File: config.mk
export PLATFORM = sky130hd
export DESIGN_NAME = uart_tx_ctrl
export DESIGN_NICKNAME = d
export VERILOG_FILES = /design/src/rtl/apb_uart_pkg.sv /design/src/rtl/uart_baud_gen.sv /design/src/rtl/uart_tx_ctrl.sv
export SDC_FILE = /design/constraint.sdc
export NUM_CORES = 1
export LEC_CHECK = 0
export BUFFER_PORTS_ARGS = -buffer_cell sky130_fd_sc_hd__buf_4
export CAP_MARGIN = 20
export CORE_MARGIN = 2
export CORE_UTILIZATION = 50
export CTS_BUF_LIST = sky130_fd_sc_hd__clkbuf_8
export DETAILED_ROUTE_END_ITERATION = 12
export PLACE_DENSITY = 0.8
export SETUP_SLACK_MARGIN = 0.1
export SLEW_MARGIN = 20
export SYNTH_ARGS = -nofsm -noshare
export SYNTH_HDL_FRONTEND = slang
export SYNTH_HIERARCHICAL = 1
export SYNTH_SLANG_ARGS = --single-unit
File: constraint.sdc
create_clock -name clk_i -period 5.35 [get_ports clk_i]
set_input_delay 0 -clock clk_i [delete_from_list [all_inputs] [get_ports clk_i]]
set_output_delay 0 -clock clk_i [all_outputs]
set_load 0.01 [all_outputs]
File: src/rtl/apb_uart_pkg.sv
// Shared types for the APB UART transmit path.
// The PARITY state exists only when UART_TX_PARITY_EN is defined.
package apb_uart_pkg;

    localparam int UART_DATA_BITS = 8;

    typedef enum logic [2:0] {
        ST_IDLE   = 3'd0,
        ST_START  = 3'd1,
        ST_DATA   = 3'd2,
`ifdef UART_TX_PARITY_EN
        ST_PARITY = 3'd3,
`endif
        ST_STOP   = 3'd4
    } uart_tx_state_e;

endpackage

File: src/rtl/uart_baud_gen.sv
// Bit-period counter: counts 0..N-1 and flags the last cycle of every bit.
// bit_end_o is registered; bit_end_nxt_o is its next-cycle value for lookahead.
module uart_baud_gen #(
    parameter int DIV_WIDTH = 32
) (
    input  logic                 clk_i,
    input  logic                 arst_ni,
    input  logic [DIV_WIDTH-1:0] n_i,
    input  logic                 restart_i,
    output logic                 bit_end_o,
    output logic                 bit_end_nxt_o
);

    logic [DIV_WIDTH-1:0] cnt_q, cnt_d;
    logic                 end_q, end_d;

    // n_i is the period that applies from the next cycle on, so the flag
    // compares the next count against it.
    always_comb begin
        if (restart_i || end_q) cnt_d = '0;
        else                    cnt_d = cnt_q + DIV_WIDTH'(1);
        end_d = (cnt_d == (n_i - DIV_WIDTH'(1)));
    end

    always_ff @(posedge clk_i or negedge arst_ni) begin
        if (!arst_ni) begin
            cnt_q <= '0;
            end_q <= 1'b0;
        end else begin
            cnt_q <= cnt_d;
            end_q <= end_d;
        end
    end

    assign bit_end_o     = end_q;
    assign bit_end_nxt_o = end_d;

endmodule

File: src/rtl/uart_tx_ctrl.sv
// UART transmit framer: start, DATA_BITS LSB-first, optional parity, 1 or 2 stops.
// Parity support is compiled in only when UART_TX_PARITY_EN is defined.
module uart_tx_ctrl
    import apb_uart_pkg::*;
#(
    parameter int DATA_BITS = UART_DATA_BITS,
    parameter int DIV_WIDTH = 32
) (
    input  logic                 arst_ni,
    input  logic                 clk_i,
    input  logic                 en_i,
    input  logic [DIV_WIDTH-1:0] clk_div_i,
    input  logic                 parity_en_i,
    input  logic                 parity_odd_i,
    input  logic                 stop2_i,
    input  logic [DATA_BITS-1:0] data_i,
    input  logic                 data_valid_i,
    output logic                 data_ready_o,
    output logic                 tx_o,
    output logic                 busy_o,
    output logic                 done_o
);

    localparam int IDX_W = (DATA_BITS > 1) ? $clog2(DATA_BITS) : 1;
    localparam logic [IDX_W-1:0] LAST_IDX = IDX_W'(DATA_BITS - 1);
    localparam logic [IDX_W-1:0] STOP2_IDX = IDX_W'(1);

    uart_tx_state_e       state_q, state_d;
    logic [IDX_W-1:0]     bit_idx_q, bit_idx_d;
    logic [DATA_BITS-1:0] data_q, data_d;
    logic                 stop2_q, stop2_d;
    logic [DIV_WIDTH-1:0] n_q, n_d;
    logic                 tx_q, tx_d;
    logic                 busy_q, busy_d;
    logic                 done_q, done_d;

`ifdef UART_TX_PARITY_EN
    logic                 par_en_q, par_en_d;
    logic                 par_odd_q, par_odd_d;
    logic                 par_bit;
    assign par_bit = (^data_q) ^ par_odd_q;
`else
    logic                 unused_parity_cfg;
    assign unused_parity_cfg = parity_en_i ^ parity_odd_i;
`endif

    logic                 accept;
    logic                 bit_end, bit_end_nxt;
    logic [DIV_WIDTH-1:0] n_eff;

    assign data_ready_o = (state_q == ST_IDLE) && en_i;
    assign accept       = data_ready_o && data_valid_i;
    assign n_eff        = (clk_div_i == '0) ? DIV_WIDTH'(1) : clk_div_i;

    // Counter is held at zero in IDLE so the first START cycle is count 0.
    uart_baud_gen #(.DIV_WIDTH(DIV_WIDTH)) u_baud (
        .clk_i         (clk_i),
        .arst_ni       (arst_ni),
        .n_i           (n_d),
        .restart_i     (state_q == ST_IDLE),
        .bit_end_o     (bit_end),
        .bit_end_nxt_o (bit_end_nxt)
    );

    always_comb begin
        state_d   = state_q;
        bit_idx_d = bit_idx_q;
        data_d    = data_q;
        stop2_d   = stop2_q;
        n_d       = n_q;
`ifdef UART_TX_PARITY_EN
        par_en_d  = par_en_q;
        par_odd_d = par_odd_q;
`endif
        case (state_q)
            ST_IDLE: begin
                if (accept) begin
                    state_d   = ST_START;
                    bit_idx_d = '0;
                    data_d    = data_i;
                    stop2_d   = stop2_i;
                    n_d       = n_eff;
`ifdef UART_TX_PARITY_EN
                    par_en_d  = parity_en_i;
                    par_odd_d = parity_odd_i;
`endif
                end
            end
            ST_START: begin
                if (bit_end) begin
                    state_d   = ST_DATA;
                    bit_idx_d = '0;
                end
            end
            ST_DATA: begin
                if (bit_end) begin
                    if (bit_idx_q == LAST_IDX) begin
                        bit_idx_d = '0;
`ifdef UART_TX_PARITY_EN
                        state_d   = par_en_q ? ST_PARITY : ST_STOP;
`else
                        state_d   = ST_STOP;
`endif
                    end else begin
                        bit_idx_d = bit_idx_q + IDX_W'(1);
                    end
                end
            end
`ifdef UART_TX_PARITY_EN
            ST_PARITY: begin
                if (bit_end) state_d = ST_STOP;
            end
`endif
            ST_STOP: begin
                // bit_idx doubles as the stop-bit index for two-stop frames.
                if (bit_end) begin
                    if (stop2_q && (bit_idx_q == '0)) begin
                        bit_idx_d = STOP2_IDX;
                    end else begin
                        state_d   = ST_IDLE;
                        bit_idx_d = '0;
                    end
                end
            end
            default: state_d = ST_IDLE;
        endcase

        // Outputs are decoded from the next state so they register in step with it.
        case (state_d)
            ST_START:  tx_d = 1'b0;
            ST_DATA:   tx_d = data_d[bit_idx_d];
`ifdef UART_TX_PARITY_EN
            ST_PARITY: tx_d = par_bit;
`endif
            default:   tx_d = 1'b1;
        endcase
        busy_d = (state_d != ST_IDLE);
        done_d = (state_d == ST_STOP) && bit_end_nxt &&
                 (!stop2_d || (bit_idx_d == STOP2_IDX));
    end

    always_ff @(posedge clk_i or negedge arst_ni) begin
        if (!arst_ni) begin
            state_q   <= ST_IDLE;
            bit_idx_q <= '0;
            data_q    <= '0;
            stop2_q   <= 1'b0;
            n_q       <= '0;
            tx_q      <= 1'b1;
            busy_q    <= 1'b0;
            done_q    <= 1'b0;
`ifdef UART_TX_PARITY_EN
            par_en_q  <= 1'b0;
            par_odd_q <= 1'b0;
`endif
        end else begin
            state_q   <= state_d;
            bit_idx_q <= bit_idx_d;
            data_q    <= data_d;
            stop2_q   <= stop2_d;
            n_q       <= n_d;
            tx_q      <= tx_d;
            busy_q    <= busy_d;
            done_q    <= done_d;
`ifdef UART_TX_PARITY_EN
            par_en_q  <= par_en_d;
            par_odd_q <= par_odd_d;
`endif
        end
    end

    assign tx_o   = tx_q;
    assign busy_o = busy_q;
    assign done_o = done_q;

endmodule
==> flow_summary.yaml <==
synthesis:
  syn-num-nets: 580
  synthMuxAreaShare_pct: 11.2
  ys_types: 70
  async_reset_ff_share_pct: 100
  synth_simple_gate_area_share_pct: 25.0
  synth_xor_xnor_area_share_pct: 7.81
  yosys_most_used_dff: "dfrtp_1"
  synth_edf_count: 0
  synth_seq_cells: 83
  synth_fa_ha_area_share_pct: 1.19
  ys_seq_area_share_pct: 39.5
  synth-compound-area-share_pct: 11.7
  yosysWarningCount: 6
  syn_area_per_cell_um2: 9.95
  synthCells: 528
  synth_top_family_by_area: "simple AND/OR/NAND/NOR gates"
  synth_area_um2: 5260
clocking:
  clk_pin_slew_ns: 0.09
  cts-root-buf: "clkbuf_8"
  cts_tree: "yes"
  cts_made_buffers: 9
  cts_max_level: 3
  cts_sinks: 83
  cts_max_path_buffers: 2
  clock_latency_ns: 0.37
  cts_setup_buffers: 0
global_route:
  grt_max_degree: 84
  grt_pass1_vias: 4527
  gr-total-overflow: 0
  antenna_found_initial: 0
  grt_pass1_wl_um: 21500
  grt_usage_pct: 23.9
floorplan:
  core-area_um2: 10300
  io_pins: 51
  initial_core_util_pct: 51.1
  die_x_um: 107
  dieArea_um2: 11300
  num_rows: 37
  die_y_um: 107
critical_path:
  endpoint_kind: "flop"
  critPathKind: "flop to flop"
  critical_path_arrival_ns: 5.20
  max_stage_delay_ns: 0.74
  crit_path_start_kind: "flop"
  worst-path-buf-inv: 2
  cp_slowest_cell: "nor4_1"
  crit_family: "simple AND/OR/NAND/NOR gates"
  crit_fanout: 14
  crit_chain: "nor3_2 > nand3_2 > mux2_2 > inv_1 > ha_1 > or4b_1 > buf_4 > nor4_1 > nand2_1 > nor3_1 > xor2_1 > and3_1 > o2111ai_1 > nor3_2 > nand2_1 > a21oi_1"
  critPathRequiredTime_ns: 5.65
routing:
  wl_met1_um: 5810
  wl_per_cell_um: 17.5
  dr_total_vias: 4583
  antenna_left: 0
  first_iter_violations: 343
  top_layer: "met4"
  wl_met3_um: 583
  drt-total-wl_um: 13100
  drc_errors: 0
  via_per_inst: 6.12
  drt_pass1_iterations: 6
  dr_wl_met2_um: 6470
job:
  drv_cap: 0
placed_design:
  portBuffers: 48
  hpwl_um: 8970
  gp_congestion: 0.880
sta:
  finClkSkew_ns: 0.00895
  setup_violations: 0
  rsz0062_at_grt: "false"
  hold_viol_final: 0
  tightest_slew_ns: 1.05
  fmax_ghz: 0.204
  slew_violations: 0
  setup_tns_ns: 0
  slew_headroom_pct: 29.4
  fin_crit_ns: 4.90
  period_share_pct: 91.7
final_layout:
  final_common_cell: "dfrtp_1"
  drive_gt1_share_pct: 20.9
  num_antenna_cells: 0
  fillCellCount: 834
  area_growth_pct: 20.1
  final_cell_mix: "dfrtp_1, buf_4, mux2_2, dlygate4sd3_1, xnor2_1"
  fin_nets: 660
min_path:
  hp-class: "input port to flop"
outcome:
  status: "finished clean"
pwr:
  p_leak_nw: 2.53
  p_per_area_nw_per_um2: 308
  ir_drop_v: 0.000200
  power_mw: 1.94
## cells in the mapped netlist (all sizes together), types with 2 or more instances
| library cell | instances | area, um^2 |
|---|---|---|
| a21oi | 18 | 101 |
| nand3b | 3 | 22.5 |
| and3b | 2 | 17.5 |
| or4b | 2 | 23.8 |
| and4bb | 2 | 25.0 |
| nor2b | 3 | 18.8 |
| a31oi | 2 | 12.5 |
| nand3 | 18 | 95.1 |
| a22o | 4 | 35.0 |
| clkbuf | 10 | 37.5 |
| nand4b | 2 | 17.5 |
| o21a | 2 | 15.0 |
| nor4b | 3 | 26.3 |
| a211oi | 5 | 37.5 |
| ha | 5 | 62.6 |
| and4b | 2 | 20.0 |
| xor2 | 15 | 131 |
| dfrtp | 82 | 2050 |
| nor3b | 4 | 30.0 |
| nor3 | 21 | 115 |
| nand4 | 18 | 113 |
| o2111ai | 2 | 17.5 |
| nor2 | 26 | 97.6 |
| nor4 | 22 | 138 |
| and3 | 3 | 18.8 |
| mux2 | 42 | 480 |
| or4 | 23 | 176 |
| nand4bb | 2 | 22.5 |
| or3 | 15 | 93.8 |
| o21ai | 17 | 85.1 |
| inv | 20 | 75.1 |
| and4 | 8 | 70.1 |
| xnor2 | 31 | 279 |
| mux2i | 11 | 110 |
| o31ai | 10 | 75.1 |
| buf | 12 | 70.1 |
| nand2 | 21 | 78.8 |
| and2 | 7 | 43.8 |
| o31a | 3 | 35.0 |
| o211ai | 6 | 45.0 |
| o211a | 3 | 30.0 |
| or2 | 6 | 37.5 |
## layer usage
metal | vias to the layer above | track usage, %
met5 | - | 0
met4 | 0 | 8.53
met2 | 160 | 41.3
li1 | 2166 | -
met3 | 20 | 3.37
met1 | 2237 | 30.7
## stage by stage
stage | cells | cell area, um^2 | util [%] | setup WS (ns) | hold WS (ns)
after CTS | 749 | 6310 | 61.4 | 0.643 | 0.00811
after global routing | 749 | 6310 | 61.4 | 0.229 | 0.0286
after detailed placement | 694 | 5710 | 55.5 | 0.682 | 0.247
after floorplan | 528 | 5260 | - | 0.750 | -0.296
after global placement | 694 | 5710 | 55.5 | 0.797 | 0.246
final | 749 | 6310 | 61.4 | 0.446 | 0.0175
## repair_timing
item,CTS,global route
hold buffers,39,0
endpoints found under the hold margin,121,0
gates resized for setup,0,0
## flip-flops by register name, indices dropped and copies added (netlist names)
| register | flops |
|---|---|
| n_q | 32 |
| bit_idx_q | 3 |
| stop2_q | 1 |
| data_q | 8 |
| u_baud/cnt_q | 32 |
| state_q | 3 |
| done_o | 1 |
| busy_o | 1 |
| tx_o | 1 |
| u_baud/bit_end_o | 1 |
## layout make-up
| cell class | instances | area (um^2) | share of cell area [%] |
|---|---|---|---|
| Timing Repair Buffer | 91 | 785 | 12.4 |
| Multi-Input combinational cell | 403 | 2990 | 47.4 |
| Inverter | 20 | 75.1 | 1.19 |
| Clock inverter | 5 | 60.1 | 0.951 |
| Tap cell | 136 | 170 | 2.70 |
| Clock buffer | 11 | 151 | 2.40 |
| Sequential cell | 83 | 2080 | 32.9 |
## power breakdown
group	switching, mW	internal (mW)
Sequential	0.0558	0.740
Clock	0.244	0.243
Combinational	0.361	0.300
Total	0.660	1.28
## path summary, 6_finish.rpt
kind,startpoint,to,slack (ns),cells after the start
min in group asynchronous,arst_ni,busy_o$_DFF_PN0_,0.24,2
max reg2reg,state_q[0]$_DFF_PN0_,done_o$_DFF_PN0_,0.45,16
max,state_q[0]$_DFF_PN0_,done_o$_DFF_PN0_,0.45,16
min,clk_div_i[9],n_q[9]$_DFF_PN0_,0.02,2
max in group asynchronous,arst_ni,n_q[17]$_DFF_PN0_,4.61,2
min reg2reg,data_q[7]$_DFF_PN0_,data_q[7]$_DFF_PN0_,0.51,1
## kinds of logic after synthesis
family          Yosys count
simple gates            215
compound gates           84
flops                    83
mux                      53
xor+xnor                 46
buf+inv                  42
fa+ha+maj                 5
(Power assumes the default switching activity.)
